[config.mk]
export PLATFORM = sky130hd
export DESIGN_NAME = mcash_xbar_arb
export DESIGN_NICKNAME = d
export VERILOG_FILES = /design/src/rtl/mcash_xbar_pkg.sv /design/src/rtl/mcash_rr_arbiter.sv /design/src/rtl/mcash_xbar_arb.sv
export SDC_FILE = /design/constraint.sdc
export NUM_CORES = 1
export LEC_CHECK = 0
export BUFFER_PORTS_ARGS = -buffer_cell sky130_fd_sc_hd__buf_4
export CORE_AREA = 2 2 198 200
export DETAILED_ROUTE_END_ITERATION = 10
export DIE_AREA = 0 0 200 202
export GPL_TIMING_DRIVEN = 1
export PLACE_DENSITY = 0.42
export SYNTH_ARGS = -nofsm -noshare
export SYNTH_HDL_FRONTEND = slang
export SYNTH_SLANG_ARGS = --single-unit
[constraint.sdc]
create_clock -name clk -period 3.6 [get_ports clk]
set_input_delay 0.18 -clock clk [delete_from_list [all_inputs] [get_ports clk]]
set_output_delay 0.18 -clock clk [all_outputs]
set_load 0.03 [all_outputs]
[src/rtl/mcash_xbar_pkg.sv]
// Shared defaults and types for the mcash cross bar request arbiter.
package mcash_xbar_pkg;

  localparam int MCASH_CH_NUM = 4;
  localparam int MCASH_ADDR_W = 32;
  localparam int MCASH_DATA_W = 64;
  localparam int MCASH_OP_W   = 3;

  // Requests are forwarded cache-line aligned; this many low address bits are cleared.
  localparam int LINE_OFF_W = 4;

  typedef logic [$clog2(MCASH_CH_NUM)-1:0] ch_id_t;

  typedef struct packed {
    logic [MCASH_OP_W-1:0]   op;
    logic [MCASH_ADDR_W-1:0] addr;
    logic [MCASH_DATA_W-1:0] data;
  } mcash_req_t;

endpackage

[src/rtl/mcash_rr_arbiter.sv]
// Round-robin one-hot grant over N requesters; the search starts at rr_ptr and
// wraps upward, and the pointer moves past the winner only when advance is high.
module mcash_rr_arbiter #(
  parameter int N = 4,
  localparam int ID_W = $clog2(N)
) (
  input  logic            clk,
  input  logic            rst,
  input  logic [N-1:0]    req,
  input  logic            advance,
  output logic [N-1:0]    grant,
  output logic [ID_W-1:0] grant_id
);

  logic [ID_W-1:0] rr_ptr;
  logic            found;
  int              idx;

  always_comb begin
    grant    = '0;
    grant_id = '0;
    found    = 1'b0;
    idx      = 0;
    for (int i = 0; i < N; i++) begin
      idx = int'(rr_ptr) + i;
      if (idx >= N) idx = idx - N;
      if (!found && req[idx]) begin
        found       = 1'b1;
        grant[idx]  = 1'b1;
        grant_id    = ID_W'(idx);
      end
    end
  end

  // N need not be a power of two, so the wrap is explicit.
  always_ff @(posedge clk) begin
    if (rst) begin
      rr_ptr <= '0;
    end else if (advance) begin
      rr_ptr <= (grant_id == ID_W'(N - 1)) ? '0 : grant_id + 1'b1;
    end
  end

endmodule

[src/rtl/mcash_xbar_arb.sv]
// Serialises CH_NUM channel requests onto one registered downstream port.
// Optional perf counters are built when MCASH_XBAR_ARB_PERF_EN is defined.
module mcash_xbar_arb
  import mcash_xbar_pkg::*;
#(
  parameter int CH_NUM = MCASH_CH_NUM,
  parameter int ADDR_W = MCASH_ADDR_W,
  parameter int DATA_W = MCASH_DATA_W,
  parameter int OP_W   = MCASH_OP_W,
  localparam int ID_W  = $clog2(CH_NUM)
) (
  input  logic                     clk,
  input  logic                     rst,
  input  logic [CH_NUM-1:0]        ch_req_valid_i,
  output logic [CH_NUM-1:0]        ch_req_allowIn_o,
  input  logic [CH_NUM*OP_W-1:0]   ch_req_op_i,
  input  logic [CH_NUM*ADDR_W-1:0] ch_req_addr_i,
  input  logic [CH_NUM*DATA_W-1:0] ch_req_data_i,
  output logic                     xbar_req_valid_o,
  input  logic                     xbar_req_allowIn_i,
  output logic [OP_W-1:0]          xbar_req_op_o,
  output logic [ADDR_W-1:0]        xbar_req_addr_o,
  output logic [DATA_W-1:0]        xbar_req_data_o,
  output logic [ID_W-1:0]          xbar_req_ch_o
`ifdef MCASH_XBAR_ARB_PERF_EN
  ,
  output logic [CH_NUM*32-1:0]     perf_grant_cnt_o,
  output logic [31:0]              perf_stall_cnt_o
`endif
);

  function automatic logic [ADDR_W-1:0] line_align(input logic [ADDR_W-1:0] a);
    logic [ADDR_W-1:0] r;
    r = a;
    r[LINE_OFF_W-1:0] = '0;
    return r;
  endfunction

  logic              ld;
  logic              xfer;
  logic [CH_NUM-1:0] grant;
  logic [ID_W-1:0]   grant_id;

  logic [OP_W-1:0]   sel_op_p0;
  logic [ADDR_W-1:0] sel_addr_p0;
  logic [DATA_W-1:0] sel_data_p0;

  logic              vld_p1;
  logic [OP_W-1:0]   op_p1;
  logic [ADDR_W-1:0] addr_p1;
  logic [DATA_W-1:0] data_p1;
  logic [ID_W-1:0]   ch_p1;

  // The output register may load whenever it is empty or being drained.
  assign ld               = ~vld_p1 | xbar_req_allowIn_i;
  assign ch_req_allowIn_o = grant & {CH_NUM{ld & ~rst}};
  assign xfer             = |ch_req_allowIn_o;

  mcash_rr_arbiter #(
    .N (CH_NUM)
  ) u_rr (
    .clk      (clk),
    .rst      (rst),
    .req      (ch_req_valid_i),
    .advance  (xfer),
    .grant    (grant),
    .grant_id (grant_id)
  );

  // ---- stage p0: select the granted channel's payload ----
  assign sel_op_p0   = ch_req_op_i[int'(grant_id)*OP_W +: OP_W];
  assign sel_addr_p0 = line_align(ch_req_addr_i[int'(grant_id)*ADDR_W +: ADDR_W]);
  assign sel_data_p0 = ch_req_data_i[int'(grant_id)*DATA_W +: DATA_W];

  // ---- stage p1: output register; payload is also cleared so reset outputs read zero ----
  always_ff @(posedge clk) begin
    if (rst) begin
      vld_p1  <= 1'b0;
      op_p1   <= '0;
      addr_p1 <= '0;
      data_p1 <= '0;
      ch_p1   <= '0;
    end else if (ld) begin
      vld_p1 <= xfer;
      if (xfer) begin
        op_p1   <= sel_op_p0;
        addr_p1 <= sel_addr_p0;
        data_p1 <= sel_data_p0;
        ch_p1   <= grant_id;
      end
    end
  end

  assign xbar_req_valid_o = vld_p1;
  assign xbar_req_op_o    = op_p1;
  assign xbar_req_addr_o  = addr_p1;
  assign xbar_req_data_o  = data_p1;
  assign xbar_req_ch_o    = ch_p1;

`ifdef MCASH_XBAR_ARB_PERF_EN
  function automatic logic [31:0] sat_inc(input logic [31:0] c);
    return (c == 32'hFFFF_FFFF) ? c : c + 32'd1;
  endfunction

  logic [31:0] grant_cnt [CH_NUM];
  logic [31:0] stall_cnt;

  always_ff @(posedge clk) begin
    if (rst) begin
      for (int i = 0; i < CH_NUM; i++) grant_cnt[i] <= '0;
      stall_cnt <= '0;
    end else begin
      for (int i = 0; i < CH_NUM; i++) begin
        if (ch_req_valid_i[i] & ch_req_allowIn_o[i]) grant_cnt[i] <= sat_inc(grant_cnt[i]);
      end
      if (vld_p1 & ~xbar_req_allowIn_i) stall_cnt <= sat_inc(stall_cnt);
    end
  end

  for (genvar g = 0; g < CH_NUM; g++) begin : g_perf
    assign perf_grant_cnt_o[g*32 +: 32] = grant_cnt[g];
  end
  assign perf_stall_cnt_o = stall_cnt;
`endif

endmodule

==> summary.md, run 1 <==
| Metric | Value |
|---|---|
| Number of global-route vias before repair | `just under 7,000` |
| Maximum buffer depth of the clock tree | `2` |
| Max Cap Viol | `0` |
| Buffers on Ports | `between 400 and 500` |
| Hold violation count in the final report | `0` |
| Endpoint class of the critical path | `flop` |
| Initial antenna violation count | `2` |
| Compound-Gate Fraction of Synth Area | `0.121` |
| Post-DRT Antenna Nets | `0` |
| Net Sw Power | `around 4 mW` |
| Maximum fanout encountered on the critical timing path | `22` |
| Final core area utilization | `0.286` |
| Worst min-delay path category | `in2reg` |
| Startpoint kind of the worst setup timing path | `flop` |
| XOR/XNOR share of the synthesized area | `0.00135` |
| Sequential fraction of the synthesis area | `0.309` |
| Buffer count from post-CTS setup fixing | `0` |
| Number of standard-cell rows in the floorplan | `72` |
| Unrepaired setup endpoints after global routing | `false` |
| Final weighted congestion in routability-driven placement | `roughly 0.75` |
| Proportion of synthesized flip-flops having asynchronous set or reset | `0` |
| Fraction of the mapped netlist area in adder cells | `0.00966` |
| Pin count of the biggest net entering global routing | `52` |
| Power Internal | `about 5.0 mW` |
| Minimum clock period after layout | `between 3 and 4 ns` |
| Pwr/cell area | `around 820 mW/mm^2` |
| Instance count of the mapped netlist | `a little over 600` |
| Commonest register cell after synthesis | `dfxtp_1` |
| Arrival time at the worst endpoint | `between 3 and 4 ns` |
| Starting density of the core | `0.169` |
| Number of buffers inserted during clock tree synthesis | `9` |
| DRT Pass-1 Iters | `4` |
| Relative slew margins | `0.549` |
| Slew Viols, Final | `0` |
| Leak | `roughly 4.7 nW` |
| Ratio of final minimum period to clock period | `0.945` |
| I/O pin count | `509` |
| TritonCTS Sinks | `100` |
| Type of the setup path with the least slack | `reg2reg` |
| Clock insertion delay at the later pin of the skew report | `roughly 0.37 ns` |
| Worst-case setup slack after placement | `around 0.17 ns` |
| Sum of routed wire length over all layers | `about 28 mm` |
| Clock network fraction of design power | `0.107` |
| Final layout net count | `between 1,000 and 1,500` |
| Overall die area | `a little over 0.04 sq mm` |
| Worst setup skew after layout | `between 0.01 and 0.015 ns` |
| F_max | `between 0.2 and 0.3 GHz` |
| Vias after detailed routing | `between 6,000 and 7,000` |
| Count of endpoints failing setup in the final report | `0` |
| Multiplexer share of the synthesized area | `0.349` |
| Die Span X | `around 200 microns` |
| Combinational power share | `0.695` |
| DRT iter0 DRCs | `190` |
| Area of the mapped netlist | `about 0.0065 sq mm` |
| Count of unresolved DRC violations after routing | `0` |
| Number of enable flip-flop cells after synthesis | `0` |
| Vias per Instance | `about 4.2` |
| Count of unique library cells instantiated by Yosys | `36` |
| Data required time at the worst endpoint | `about 3.8 ns` |
| Placeable core region | `0.0383 sq mm` |
| Largest vdd supply drop | `about 0.00054 V` |
| Share of post-route cells with drive strength above 1 | `0.600` |
| Die height | `202 microns` |
| Switching Share | `0.442` |
| Final setup slack of the worst path | `0.196 ns` |
| Setup tns final | `0 ns` |
| Mean instance size in the synthesized netlist | `between 10 and 15 sq um` |
| Post-cts resize count | `0` |
| Register bit count reported by yosys | `100` |
| Aggregate global routing overflow | `0` |
| Largest family of logic cells by synthesized area | `multiplexers` |
| TritonCTS clock tree | `yes` |
| P&R area growth vs syn | `68.8%` |
| Flop pwr share | `0.198` |
| Simple logic cell fraction of the synthesized area | `0.140` |
| Transition time at the pin with the least slew margin | `between 0.6 and 0.7 ns` |
| Clock transition at the registers of the reported paths | `~0.080 ns` |
| Number of warnings printed during yosys synthesis | `0` |
| First-pass GRT wire length | `around 40 mm` |
| Global-route total usage across every layer | `0.130` |
| Post-cts hold buffer count | `0` |
| Clock H-tree levels | `3` |
| Detail-routed net length per standard cell | `between 15 and 20 microns` |
| Outcome | `complete, no violations` |
| HPWL Detailed | `between 20 and 25 mm` |
| Root buffer selected by CTS | `clkbuf_16` |
Yosys cell counts (4+ instances only):
master | number | area [sq um]
dfxtp_1 | 100 | 2000
inv_1 | 7 | 26.3
nand2b_1 | 4 | 25.0
buf_12 | 4 | 80.1
a21oi_2 | 28 | 245
buf_4 | 8 | 60.1
a21oi_1 | 78 | 390
buf_2 | 8 | 40.0
clkbuf_1 | 28 | 105
buf_6 | 12 | 135
nand2_1 | 203 | 762
nor2_1 | 4 | 15.0
mux4_1 | 6 | 158
mux4_2 | 93 | 2090
ha_1 | 5 | 62.6
cells by family after synthesis:
logic type | Yosys count
adders and majority gates | 5
xor gates and xnor gates | 1
DFF | 100
buffers and inverters | 67
muxes | 100
other | 1
AOI/OAI and AO/OA | 123
and+or+nand+nor | 224
cell type report:
cell class                 instances  area, sq um
antenna                            2         5.00
clock buffer                      10          229
clock inverter                     6         46.3
fill                            4087        27300
inverter                           7         26.3
multi-input combinational        457         4060
sequential                       100         2000
tap                              518          648
timing repair buffer             508         3930
per-stage QoR:
step	instance area [sq um]	hold WS (ns)	power [mW]	instances
global placement	10700	0.443	8.16	1590
floorplan	6490	0.385	6.33	624
detailed placement	10700	0.447	8.14	1590
CTS	10900	0.0527	9.16	1606
global route	10900	0.0664	9.60	1608
finish	10900	0.0780	8.94	1608
power groups by stage:
stage | registers (mW) | logic, mW | clock network (mW)
final | 1.77 | 6.22 | 0.956
after global routing | 1.84 | 6.70 | 1.07
after CTS | 1.78 | 6.36 | 1.03
after detailed placement | 1.80 | 6.34 | 0
after global placement | 1.78 | 6.38 | 0
after floorplan | 2.63 | 3.71 | 0
worst max-delay path: stages (launching register included):
cell and delay [ns]:
dfxtp_1 0.34, inv_1 0.06, ha_1 0.42, mux4_2 0.69, nor4b_4 0.32, o31a_2 0.27
buf_12 0.20, buf_12 0.22, mux4_2 0.55, nand2_1 0.08, a21oi_1 0.05
path summary, 6_finish.rpt:
path / startpoint / end / slack [ns] / cells past startpoint
worst max register to register: u_rr.rr_ptr[0] / xbar_req_data_o[21] / 0.20 / 10
worst min-delay path: rst / xbar_req_op_o[1] / 0.08 / 2
worst min register to register: xbar_req_addr_o[13] / xbar_req_addr_o[13] / 0.45 / 2
worst max-delay path: u_rr.rr_ptr[0] / xbar_req_data_o[21] / 0.20 / 10
sequential cells by signal, summed over array words and instances, names as in the netlist:
register / flops
xbar_req_op_o: 3
xbar_req_addr_o: 28
xbar_req_ch_o: 2
xbar_req_data_o: 64
u_rr.rr_ptr: 2
xbar_req_valid_o: 1
layout by cell type, fill, tap and decap left out, types with 2 or more instances in the layout:
cell type,instances
buf_4,499
nand2_1,203
dfxtp_1,100
mux4_2,93
a21oi_1,78
a21oi_2,28
clkbuf_16,9
buf_12,9
inv_1,7
mux4_1,6
ha_1,5
nand2b_1,4
nor2_1,4
conb_1,4
nor3b_1,3
a21o_1,3
o22ai_1,3
nand3_1,3
diode_2,2
a32o_1,2
nand3b_1,2
o31a_2,2
nor3_1,2
inv_6,2
clkinvlp_4,2
metal layers:
metal | global-route usage | vias up | wire [microns] | share of wire
met5 | 0 | - | 0 | 0
met1 | 0.147 | 3207 | 10600 | 0.39
li1 | - | 3191 | - | -
met2 | 0.231 | 303 | 13800 | 0.50
met4 | 0.0468 | 0 | 499 | 0.018
met3 | 0.0377 | 20 | 2570 | 0.094
Power figures use the tool's default switching activity.
==> run 2, diff against run 1 <==
--- a/config.mk
+++ b/config.mk
@@ -5,12 +5,13 @@
 export SDC_FILE = /design/constraint.sdc
 export NUM_CORES = 1
 export LEC_CHECK = 0
-export BUFFER_PORTS_ARGS = -buffer_cell sky130_fd_sc_hd__buf_4
 export CORE_AREA = 2 2 198 200
+export CTS_BUF_LIST = sky130_fd_sc_hd__clkbuf_8 sky130_fd_sc_hd__clkbuf_16
 export DETAILED_ROUTE_END_ITERATION = 10
 export DIE_AREA = 0 0 200 202
+export DONT_BUFFER_PORTS = 1
 export GPL_TIMING_DRIVEN = 1
-export PLACE_DENSITY = 0.42
+export PLACE_DENSITY = 0.3
 export SYNTH_ARGS = -nofsm -noshare
 export SYNTH_HDL_FRONTEND = slang
 export SYNTH_SLANG_ARGS = --single-unit
==> summary.md, run 2 (synthesized netlist as in run 1, its figures left out) <==
| Metric | Value |
|---|---|
| Commonest cells after routing, fill and taps aside | `nand2_1 (203), dfxtp_1 (100), mux4_2 (93)` |
| Minimum clock period after layout | `roughly 3.4 ns` |
| Clock network fraction of design power | `0.129` |
| Pin count of the biggest net entering global routing | `101` |
| Inst Count DP | `about 1,100` |
| Maximum fanout encountered on the critical timing path | `47` |
| Worst Setup SP | `u_rr.rr_ptr[1]` |
| Family of cells with the greatest summed delay on the critical path | `multiplexers` |
| Placeable core region | `about 0.038 sq mm` |
| Largest stage delay on the critical path | `roughly 0.67 ns` |
| First-pass GRT wire length | `approximately 33 mm` |
| Number of standard-cell rows in the floorplan | `a little over 70` |
| Worst-case setup slack after placement | `0.225 ns` |
| Aggregate global routing overflow | `0` |
| Global-route total usage across every layer | `0.114` |
| DRT Pass-1 Iters | `4` |
| Endpoint class of the critical path | `flop` |
| Terminus of the critical flop-to-flop path | `xbar_req_data_o[5]` |
| Overall die area | `0.0404 sq mm` |
| Switching Share | `0.477` |
| Relative slew margins | `0.628` |
| Largest vdd supply drop | `0.000722 V` |
| Root buffer selected by CTS | `clkbuf_16` |
| Buffers on Ports | `0` |
| Slew Viols, Final | `0` |
| Die Span X | `roughly 200 microns` |
| DRT iter0 DRCs | `between 100 and 150` |
| Final setup slack of the worst path | `between 0.2 and 0.25 ns` |
| Number of filler cells placed in the layout | `between 4,000 and 5,000` |
| Worst min-delay path category | `in2reg` |
| Hold violation count in the final report | `0` |
| Number of buffers inserted during clock tree synthesis | `9` |
| Clock insertion delay at the later pin of the skew report | `0.37 ns` |
| I/O pin count | `about 510` |
| TritonCTS clock tree | `yes` |
| Max FFs per register | `64` |
| Beginning of the worst hold path | `ch_req_addr_i[21]` |
| Reg area | `0.00200 sq mm` |
| Maximum buffer depth of the clock tree | `2` |
| Post-DRT Antenna Nets | `0` |
| Count of endpoints failing setup in the final report | `0` |
| Reg-to-Reg Start | `u_rr.rr_ptr[1]` |
| F_max | `approximately 0.30 GHz` |
| Leak | `about 2.3 nW` |
| Number of global-route vias before repair | `between 5,000 and 6,000` |
| Setup tns final | `0 ns` |
| Ratio of final minimum period to clock period | `0.940` |
| Power Internal | `4.18 mW` |
| Startpoint kind of the worst setup timing path | `flop` |
| Count of unresolved DRC violations after routing | `0` |
| Vias after detailed routing | `just under 5,000` |
| Final layout net count | `1,001` |
| Cell mode on critical path | `mux4_2` |
| Commonest non-fill, non-tap cell in the layout | `nand2_1` |
| Max Cap Viol | `0` |
| Count of cells along the worst register-to-register path | `9` |
| Crit-path cells | `inv_1, ha_2, mux4_2, nor4b_4, o31a_2, buf_12, mux4_2, nand2_1, a21oi_1` |
| Outcome | `complete, no violations` |
| Flop pwr share | `0.348` |
| Design Area, Final | `around 0.0073 sq mm` |
| Clock transition at the registers of the reported paths | `0.08 ns` |
| Slack of the worst reg-to-reg path | `between 0.2 and 0.25 ns` |
| Share of post-route cells with drive strength above 1 | `0.274` |
| Transition time at the pin with the least slew margin | `between 0.5 and 0.6 ns` |
| TritonCTS Sinks | `100` |
| Multi-input logic area | `between 0.004 and 0.005 sq mm` |
| Number of buffer and inverter instances along the worst setup path | `2` |
| Die height | `between 200 and 250 microns` |
| Data required time at the worst endpoint | `3.83 ns` |
| Crit path max-delay cell type | `mux4_2` |
| Starting density of the core | `0.169` |
| Combinational power share | `0.523` |
| Buffer count from post-CTS setup fixing | `0` |
| Arrival time at the worst endpoint | `3.62 ns` |
| Clock H-tree levels | `3` |
| Type of the setup path with the least slack | `reg2reg` |
| Vias per Instance | `4.32` |
| Worst setup skew after layout | `roughly 0.01 ns` |
| HPWL Detailed | `about 18 mm` |
| Worst Setup EP | `xbar_req_data_o[5]` |
| Detail-routed net length per standard cell | `21.7 microns` |
| Sum of routed wire length over all layers | `24.2 mm` |
| Final weighted congestion in routability-driven placement | `between 0.7 and 0.8` |
| Net Sw Power | `3.81 mW` |
| Worst hold slack across all endpoints | `around 0.2 ns` |
| Unrepaired setup endpoints after global routing | `false` |
| CP Depth | `9` |
| Post-Place Cell Area | `roughly 0.0070 sq mm` |
| Initial antenna violation count | `1` |
| Non-filler instance count after layout | `1,117` |
| P&R area growth vs syn | `12.7%` |
| Pwr/cell area | `1100 mW/mm^2` |
## run 2: per-stage QoR
step | utilization | power [mW]
detailed placement | 0.182 | 7.05
global route | 0.191 | 8.56
floorplan | - | 6.33
finish | 0.191 | 7.99
CTS | 0.190 | 8.18
global placement | 0.182 | 7.07
## run 2: worst min path at each step
stage                          end  depth (start not counted)  slack, ns
3_5_place_dp   xbar_req_addr_o[17]                          1       0.26
6_report       xbar_req_addr_o[21]                          3       0.20
3_3_place_gp   xbar_req_addr_o[17]                          1       0.26
4_1_cts        xbar_req_addr_o[14]                          3       0.16
2_1_floorplan     xbar_req_valid_o                          2       0.38
5_1_grt        xbar_req_data_o[10]                          3       0.18
## run 2: routing by layer
metal	share of wire	vias to the layer above	GRT usage
li1	-	2205	-
met1	0.37	2306	0.122
met2	0.52	297	0.214
met3	0.084	16	0.0269
met4	0.018	0	0.0429
met5	0	-	0
## run 2: area by class of cell
| type | instances | share of cell area |
|---|---|---|
| flip-flops and latches | 100 | 0.274 |
| repair buffers | 18 | 0.0363 |
| clock inverters | 5 | 0.00617 |
| clock buffers | 11 | 0.0346 |
| inverters | 7 | 0.00360 |
| multi-input cells | 457 | 0.556 |
| diodes | 1 | 0.000343 |
| well taps | 518 | 0.0888 |
## run 2: what timing repair did
| action | 4_1_cts | 5_1_grt |
|---|---|---|
| gates resized for setup | 0 | 2 |
| endpoints found under the hold margin | 100 | 0 |
| hold buffers | 2 | 0 |
| endpoints found under the setup margin | 0 | 3 |
## run 2: worst reg2reg max path, stage by stage, from the launching register on
cell and delay (ns):
dfxtp_1 0.34, inv_1 0.07, ha_2 0.41, mux4_2 0.67
nor4b_4 0.31, o31a_2 0.28, buf_12 0.32, mux4_2 0.62
nand2_1 0.15, a21oi_1 0.08
## run 2: power groups by stage
stage / clock network (mW) / registers [mW] / logic (mW)
2_1_floorplan: 0 / 2.63 / 3.71
5_1_grt: 1.13 / 2.84 / 4.59
3_3_place_gp: 0 / 2.85 / 4.22
6_report: 1.03 / 2.78 / 4.18
3_5_place_dp: 0 / 2.84 / 4.21
4_1_cts: 1.11 / 2.81 / 4.27
